<file path="config.mk">
export PLATFORM = sky130hd
export DESIGN_NAME = edge_pulse_generator_flat
export DESIGN_NICKNAME = d
export VERILOG_FILES = /design/src/rtl/edge_pulse_generator_if.sv /design/src/rtl/edge_pulse_generator.sv /design/src/flat_wrapper.sv
export SDC_FILE = /design/constraint.sdc
export NUM_CORES = 1
export LEC_CHECK = 0
export CAP_MARGIN = 20
export CORE_MARGIN = 5
export CORE_UTILIZATION = 40
export CTS_CLUSTER_SIZE = 28
export DETAILED_ROUTE_END_ITERATION = 16
export DONT_BUFFER_PORTS = 1
export PLACE_DENSITY_LB_ADDON = 0.15
export SYNTH_ARGS = -nofsm -noshare
export SYNTH_HDL_FRONTEND = slang
export SYNTH_SLANG_ARGS = --single-unit
</file>
<file path="constraint.sdc">
create_clock -name clk -period 2.6 [get_ports clk]
set_input_delay 0.65 -clock clk [delete_from_list [all_inputs] [get_ports clk]]
set_output_delay 0.65 -clock clk [all_outputs]
set_load 0.03 [all_outputs]
</file>
<file path="src/rtl/edge_pulse_generator_if.sv">
// rtl/edge_pulse_generator_if.sv - control/status bundle for the edge pulse generator
interface edge_pulse_generator_if #(
    parameter int CNT_W = 8,
    parameter int WID_W = 8
);
    logic             start;
    logic             abort;
    logic [CNT_W-1:0] num_pulses;
    logic [WID_W-1:0] high_cycles;
    logic [WID_W-1:0] low_cycles;
    logic             sig_out;
    logic             edge_strobe;
    logic             busy;
    logic             done;
    logic [CNT_W-1:0] pulses_sent;

    modport master (
        output start, abort, num_pulses, high_cycles, low_cycles,
        input  sig_out, edge_strobe, busy, done, pulses_sent
    );

    modport slave (
        input  start, abort, num_pulses, high_cycles, low_cycles,
        output sig_out, edge_strobe, busy, done, pulses_sent
    );
endinterface

</file>
<file path="src/rtl/edge_pulse_generator.sv">
// rtl/edge_pulse_generator.sv - bursts of N pulses, H high / L low, with rising-edge strobe
// Optional continuous mode (num_pulses=0 start) under `define EDGE_GEN_CONT_EN.
module edge_pulse_generator #(
    parameter int CNT_W = 8,
    parameter int WID_W = 8
) (
    input  logic                   clk,
    input  logic                   rst_n,
    edge_pulse_generator_if.slave  bus
);
    localparam logic [1:0] S_IDLE = 2'd0;
    localparam logic [1:0] S_HIGH = 2'd1;
    localparam logic [1:0] S_LOW  = 2'd2;

    localparam logic [WID_W-1:0] W_ONE = {{(WID_W-1){1'b0}}, 1'b1};
    localparam logic [CNT_W-1:0] C_ONE = {{(CNT_W-1){1'b0}}, 1'b1};

    logic [1:0]       r_state;
    logic [CNT_W-1:0] r_num;
    logic [WID_W-1:0] r_high;
    logic [WID_W-1:0] r_low;
    logic [WID_W-1:0] r_phase;
    logic [CNT_W-1:0] r_sent;
    logic             r_cont;
    logic             r_sig;
    logic             r_strobe;
    logic             r_busy;
    logic             r_done;

    logic             w_accept;
    logic             w_last;
    logic [WID_W-1:0] w_high_eff;
    logic [WID_W-1:0] w_low_eff;
    logic [CNT_W-1:0] w_sent_inc;

`ifdef EDGE_GEN_CONT_EN
    assign w_accept = (r_state == S_IDLE) && bus.start;
`else
    assign w_accept = (r_state == S_IDLE) && bus.start && (bus.num_pulses != '0);
`endif

    // A zero phase length would never let the phase counter match, so clamp to 1.
    assign w_high_eff = (bus.high_cycles == '0) ? W_ONE : bus.high_cycles;
    assign w_low_eff  = (bus.low_cycles  == '0) ? W_ONE : bus.low_cycles;
    assign w_last     = !r_cont && (r_sent == r_num);
    assign w_sent_inc = (r_sent == {CNT_W{1'b1}}) ? r_sent : r_sent + C_ONE;

    always_ff @(posedge clk) begin
        if (!rst_n) begin
            r_state  <= S_IDLE;
            r_num    <= '0;
            r_high   <= '0;
            r_low    <= '0;
            r_phase  <= '0;
            r_sent   <= '0;
            r_cont   <= 1'b0;
            r_sig    <= 1'b0;
            r_strobe <= 1'b0;
            r_busy   <= 1'b0;
            r_done   <= 1'b0;
        end else begin
            r_strobe <= 1'b0;
            r_done   <= 1'b0;
            case (r_state)
                S_IDLE: begin
                    if (w_accept) begin
                        r_num    <= bus.num_pulses;
                        r_high   <= w_high_eff;
                        r_low    <= w_low_eff;
                        r_cont   <= (bus.num_pulses == '0);
                        r_state  <= S_HIGH;
                        r_phase  <= W_ONE;
                        r_sent   <= C_ONE;
                        r_sig    <= 1'b1;
                        r_strobe <= 1'b1;
                        r_busy   <= 1'b1;
                    end
                end
                S_HIGH: begin
                    if (bus.abort) begin
                        r_state <= S_IDLE;
                        r_phase <= '0;
                        r_sig   <= 1'b0;
                        r_busy  <= 1'b0;
                    end else if (r_phase == r_high) begin
                        r_sig <= 1'b0;
                        // The final high phase ends the burst directly, with no trailing low.
                        if (w_last) begin
                            r_state <= S_IDLE;
                            r_phase <= '0;
                            r_busy  <= 1'b0;
                            r_done  <= 1'b1;
                        end else begin
                            r_state <= S_LOW;
                            r_phase <= W_ONE;
                        end
                    end else begin
                        r_phase <= r_phase + W_ONE;
                    end
                end
                S_LOW: begin
                    if (bus.abort) begin
                        r_state <= S_IDLE;
                        r_phase <= '0;
                        r_sig   <= 1'b0;
                        r_busy  <= 1'b0;
                    end else if (r_phase == r_low) begin
                        r_state  <= S_HIGH;
                        r_phase  <= W_ONE;
                        r_sig    <= 1'b1;
                        r_strobe <= 1'b1;
                        r_sent   <= w_sent_inc;
                    end else begin
                        r_phase <= r_phase + W_ONE;
                    end
                end
                default: begin
                    r_state <= S_IDLE;
                    r_sig   <= 1'b0;
                    r_busy  <= 1'b0;
                end
            endcase
        end
    end

    assign bus.sig_out     = r_sig;
    assign bus.edge_strobe = r_strobe;
    assign bus.busy        = r_busy;
    assign bus.done        = r_done;
    assign bus.pulses_sent = r_sent;
endmodule

</file>
<file path="src/flat_wrapper.sv">
// flat-port wrapper written by rule: the top's interface ports become plain ports
module edge_pulse_generator_flat 
#(
    parameter int CNT_W = 8,
    parameter int WID_W = 8
)
  (clk, rst_n, bus_start, bus_abort, bus_num_pulses, bus_high_cycles, bus_low_cycles, bus_sig_out, bus_edge_strobe, bus_busy, bus_done, bus_pulses_sent);
  edge_pulse_generator_if #(.CNT_W(CNT_W), .WID_W(WID_W)) bus_i ();
  input  logic clk;
  input  logic rst_n;
  input wire logic [$bits(bus_i.start)-1:0] bus_start;
  input wire logic [$bits(bus_i.abort)-1:0] bus_abort;
  input wire logic [$bits(bus_i.num_pulses)-1:0] bus_num_pulses;
  input wire logic [$bits(bus_i.high_cycles)-1:0] bus_high_cycles;
  input wire logic [$bits(bus_i.low_cycles)-1:0] bus_low_cycles;
  output wire logic [$bits(bus_i.sig_out)-1:0] bus_sig_out;
  output wire logic [$bits(bus_i.edge_strobe)-1:0] bus_edge_strobe;
  output wire logic [$bits(bus_i.busy)-1:0] bus_busy;
  output wire logic [$bits(bus_i.done)-1:0] bus_done;
  output wire logic [$bits(bus_i.pulses_sent)-1:0] bus_pulses_sent;
  assign bus_i.start = bus_start;
  assign bus_i.abort = bus_abort;
  assign bus_i.num_pulses = bus_num_pulses;
  assign bus_i.high_cycles = bus_high_cycles;
  assign bus_i.low_cycles = bus_low_cycles;
  assign bus_sig_out = bus_i.sig_out;
  assign bus_edge_strobe = bus_i.edge_strobe;
  assign bus_busy = bus_i.busy;
  assign bus_done = bus_i.done;
  assign bus_pulses_sent = bus_i.pulses_sent;
  edge_pulse_generator #(.CNT_W(CNT_W), .WID_W(WID_W)) u_core (.clk(clk), .rst_n(rst_n), .bus(bus_i));
endmodule
</file>
# == Word-level counts from Yosys, hierarchy flattened ==
# Index checks and enable logic that the tools add are counted.
# W data, S select, Z words.
# op_classes
addsub,2
n_eq_ne,14
n_mux,36
bitwise,3
n_reduce_logical,17
# op_table
operator,n
$mux W8,10
$eq A8 B8 Y1,3
$logic_not A8 Y1,3
$pmux W8 S3,1
$add A8 B1 Y8 const B,2
$pmux W8 S2,1
$mux W1,14
$mux W2,6
$ne A3 B2 Y1 const B,3
$eq A8 B8 Y1 const B,1
$reduce_bool A8 Y1,1
$ne A2 B2 Y1 const B,3
$pmux W1 S3,2
$pmux W2 S3,1
$reduce_and A5 Y1,1
$ne A2 B1 Y1 const B,2
$reduce_and A2 Y1,2
$reduce_and A4 Y1,1
$reduce_or A4 Y1,1
$logic_and A1 B1 Y1,3
$not A1 Y1,3
$reduce_and A3 Y1,1
$reduce_bool A3 Y1,1
$eq A2 B1 Y1 const B,1
other kinds (5),5
# totals
reg_bits,47
in_bits,28
output_inout_bits,12
elab_cells,83

# == Logic depth before layout (Yosys ltp) ==
# logic_depth
ltp_word,6
depth_mapped,8
mapped_depth_nobuf,7

# == Worst setup path before layout ==
# No wires, ideal clock.
# synth_timing
path_type,input -> register
start,in bus_num_pulses[3]
end,reg u_core.r_phase[3]
setup_time_ns,0.075
t_arrival_ns,2.132
required_time_ns,2.525
path_slack_ns,0.393
path_stages,7
n_path_buf,1
cell_sequence,or4_1 > o211a_1 > clkbuf_1 > a21oi_2 > nand2_1 > o31a_1 > o22ai_1
# synth_via
elab_chain_len,4
# synth_rtl
item,line,rtl
from (decl),flat_wrapper.sv:13,input wire logic [$bits(bus_i.num_pulses)-1:0] bus_num_pulses;
$reduce_bool A8 Y1,edge_pulse_generator.sv:39,assign w_accept = (r_state == S_IDLE) && bus.start && (bus.num_pulses != '0);
$logic_and A1 B1 Y1,edge_pulse_generator.sv:39,
$ne A2 B1 Y1 (no source line),--,
$reduce_and A2 Y1 (no source line),--,
to (signal assigned),edge_pulse_generator.sv:98,r_phase <= r_phase + W_ONE;
to (signal assigned),edge_pulse_generator.sv:114,r_phase <= r_phase + W_ONE;
to (decl),edge_pulse_generator.sv:22,logic [WID_W-1:0] r_phase;
# Every way passes these cells.
# A chain may end at the register's enable or synchronous reset.

# == Final worst setup path ==
# layout_timing
start,reg u_core.r_phase[3]
end,"reg u_core.r_sent[5], in the netlist u_core.bus.pulses_sent[5]"
# layout_via
elab_chain_len,3
# layout_rtl
item,line,rtl
$eq A8 B8 Y1,edge_pulse_generator.sv:107,end else if (r_phase == r_low) begin
$ne A2 B1 Y1 (no source line),--,
$reduce_and A5 Y1 (no source line),--,
to (signal assigned),edge_pulse_generator.sv:112,r_sent <= w_sent_inc;
to (decl),edge_pulse_generator.sv:23,logic [CNT_W-1:0] r_sent;
# Every way passes these cells.

==> key figures <==
Synth
  • Post-Synthesis Cell Area: 2370 µm²
  • Mean Syn Cell Area: 8.17 µm²
  • Post-synthesis sequential area ratio: 39.7%
  • Post-synth EDFFs: 0
  • Mapped Cells: 290
  • Post-synth top flop: dfxtp_1
  • Fraction of registers with async set/reset: 0%
  • FF+latch count, synth: 47
  • Syn_nets: 324
  • Netlist cell types: 44
  • Yosys warns: 0

Critical path
  • CP required: 2.83 ns
  • Type of origin of the critical path: register
  • CP max FO: 8
  • CP Launch Point: u_core.r_phase[3]$_SDFFE_PN0P_
  • R2R cell count: 6
  • R2R Setup Slk: 0.35 ns
  • Crit. End Element: register
  • CP max stage cell: o41ai_4
  • Worst Path Buf+Inv: 0
  • Kind of critical path: register to register
  • CP arrival: 2.48 ns
  • Largest delay share family, worst path: simple AND/OR/NAND/NOR gates
  • Slowest stage delay, CP: 0.54 ns
  • Crit Reg-Reg Startpoint: u_core.r_phase[3]$_SDFFE_PN0P_
  • Critical path cell sequence: xnor2_1 -> nand4_1 -> o41ai_4 -> nand2_4 -> or4_1 -> a21oi_1
  • Worst reg2reg path endpoint: u_core.bus.pulses_sent[5]$_SDFFE_PN0P_

Global route
  • Initial antenna violation count: 0
  • Global route overflow: 0
  • GRT Overall Usage: 16.6%
  • Global-route wire length before repair: 9.95 mm
  • Number of global-route vias before repair: 2002
  • Largest net degree at the start of global routing: 29

Layout
  • FF+latch area: 941 µm²
  • Number of fill cells: 605
  • Most frequent cells in the layout: 61 x nand2_1, 47 x dfxtp_1, 33 x a21oi_1, 15 x xnor2_1, 13 x buf_4
  • Most common cell after layout, fill and taps aside: nand2_1
  • Fin cells: 376
  • Diodes inserted: 0
  • Area growth, synth to finish: 10.6%
  • Nets: 334
  • Share of cells above drive strength 1: 8.97%
  • Area used by multi-input combinational logic: 1360 µm²

Power and ir drop
  • Total power: 2.06 mW
  • Maximum VDD drop: 0.000430 V
  • Power per cell area: 788 nW/µm²
  • P_leak: 0.968 nW

Timing
  • Tcrit/Tclk final: 86.5%
  • Worst slew pin tran: 0.750 ns
  • Final TNS setup: 0 ns
  • RSZ-0062 raised after global routing: no
  • WHS: 0.465 ns
  • Fin crit period: 2.25 ns
  • Final hold violation count: 0
  • F_max: 0.445 GHz
  • Worst slew margin: 49.5%
  • Fin. max-slew vios: 0
  • Setup Viol. Count Final: 0
  • Worst Clk Skew: 0.0104 ns

CTS
  • Hold_buf cts: 0
  • # clock sinks: 47
  • Root buffer cell: clkbuf_8
  • Worst-path clk slew: 0.09 ns
  • Clk_lat worst skew: 0.30 ns
  • TritonCTS buffer count: 5
  • CTS Buffer Depth: 2
  • Post-cts repair resize count: 0
  • H-tree levels: 2
  • CTS tree: built
  • Post CTS Setup Buffer Count: 0

Detailed routing
  • DR iter-0 viols: 95
  • Metal3 WL: 296 µm
  • Vias/cell: 5.48
  • Drt wl/cell: 15.5 µm
  • WL met2: 2.41 mm
  • Vias: 2059
  • Drt pass-1 iters: 4
  • Uppermost layer routed: met4
  • Drt drc: 0
  • Met1 WL: 3.07 mm
  • ANT nets after route: 0
  • Final wirelength: 5.83 mm

Flow run
  • Number of max-cap violations: 0

Placement
  • Placer Congestion: 0.855
  • Placed cells: 368
  • Dpl hpwl: 4.33 mm
  • Number of buffers added on ports: 0

Floorplan
  • Site Rows: 28
  • Ports: 40
  • Height of the die: 87.0 µm
  • Die area: 7560 µm²
  • Total core area: 5850 µm²
  • Die width: 87.0 µm
  • Initial Util: 40.5%

Min path
  • Hold path startpoint: bus_low_cycles[4]
  • Hold depth: 2
  • Hold/Removal Path Class: input pin to register
  • Hold Path Sink: u_core.r_low[4]$_SDFFE_PN0P_

Outcome
  • Outcome: finished clean
## metrics by stage
stage,util (%),cell area (µm²),worst slack (ns)
after floorplan,-,2370,0.393
after CTS,44.8,2620,0.348
after detailed placement,43.1,2520,0.289
after global placement,43.1,2520,0.312
after global routing,44.8,2620,0.164
final,44.8,2620,0.350
## layout make-up
class / instances / share of cell area [%]
timing repair buffer: 13 / 3.72
sequential: 47 / 35.9
tap: 75 / 3.58
clock inverter: 2 / 0.621
multi-input combinational: 224 / 51.7
inverter: 9 / 1.29
clock buffer: 6 / 3.15
## synth_stat cells, types with 2 or more instances
cell type | number | area share, %
a211oi_1 | 3 | 0.95
a21o_1 | 3 | 0.95
a21oi_1 | 33 | 7.0
a31oi_1 | 5 | 1.3
and3_1 | 5 | 1.3
clkbuf_1 | 9 | 1.4
dfxtp_1 | 47 | 40
ha_1 | 6 | 3.2
inv_1 | 9 | 1.4
nand2_1 | 61 | 9.7
nand2b_1 | 3 | 0.79
nand3_1 | 7 | 1.5
nand3b_1 | 2 | 0.63
nand4_1 | 5 | 1.3
nor2_1 | 11 | 1.7
nor2b_1 | 2 | 0.53
nor3_1 | 6 | 1.3
nor4_1 | 6 | 1.6
o211a_1 | 2 | 0.85
o21ai_0 | 7 | 1.5
o22ai_1 | 3 | 0.79
o31ai_1 | 2 | 0.63
or4_1 | 7 | 2.2
xnor2_1 | 15 | 5.5
xor2_1 | 12 | 4.4
## worst max-delay path by stage
stage                                                        end  depth (start not counted)
final                     u_core.bus.pulses_sent[5]$_SDFFE_PN0P_                          6
after global routing      u_core.bus.pulses_sent[5]$_SDFFE_PN0P_                          6
after CTS                 u_core.bus.pulses_sent[5]$_SDFFE_PN0P_                          6
after detailed placement  u_core.bus.pulses_sent[2]$_SDFFE_PN0P_                          6
after global placement    u_core.bus.pulses_sent[6]$_SDFFE_PN0P_                          6
after floorplan                   u_core.r_phase[3]$_SDFFE_PN0P_                          7
## kinds of logic (layout without fill, tap and decap cells)
logic type	Yosys count	in the layout	synth area share, %
adders and majority gates	6	6	3.17
xor gates and xnor gates	27	27	9.98
DFF	47	47	39.7
buffers and inverters	19	30	3.06
AOI/OAI and AO/OA	70	70	19.3
and+or+nand+nor	120	120	24.3
muxes	1	1	0.423
## worst reg2reg max path, stage by stage, from the launching register on
cell and delay [ns]:
dfxtp_1 0.48, xnor2_1 0.16, nand4_1 0.20, o41ai_4 0.54, nand2_4 0.14, or4_1 0.48, a21oi_1 0.17
## routing by layer
| metal | global-route usage [%] | up-vias |
|---|---|---|
| li1 | - | 1048 |
| met1 | 25.7 | 964 |
| met2 | 22.6 | 42 |
| met3 | 3.31 | 5 |
| met4 | 5.10 | 0 |
| met5 | 0 | - |
## power by group
part           internal (mW)  switching [mW]  total (mW)  leakage [nW]
clock                  0.217           0.258       0.475        0.0474
combinational          0.241           0.432       0.673         0.537
sequential             0.814           0.102       0.917         0.384
total                   1.27           0.792        2.06         0.968
## sequential cells by signal, indices dropped and copies added (netlist names)
register,cells
u_core.r_state,2
u_core.r_cont,1
u_core.r_low,8
u_core.bus.edge_strobe,1
u_core.bus.done,1
u_core.r_high,8
u_core.bus.sig_out,1
u_core.r_phase,8
u_core.bus.busy,1
u_core.r_num,8
u_core.bus.pulses_sent,8
Power figures use the tool's default switching activity.
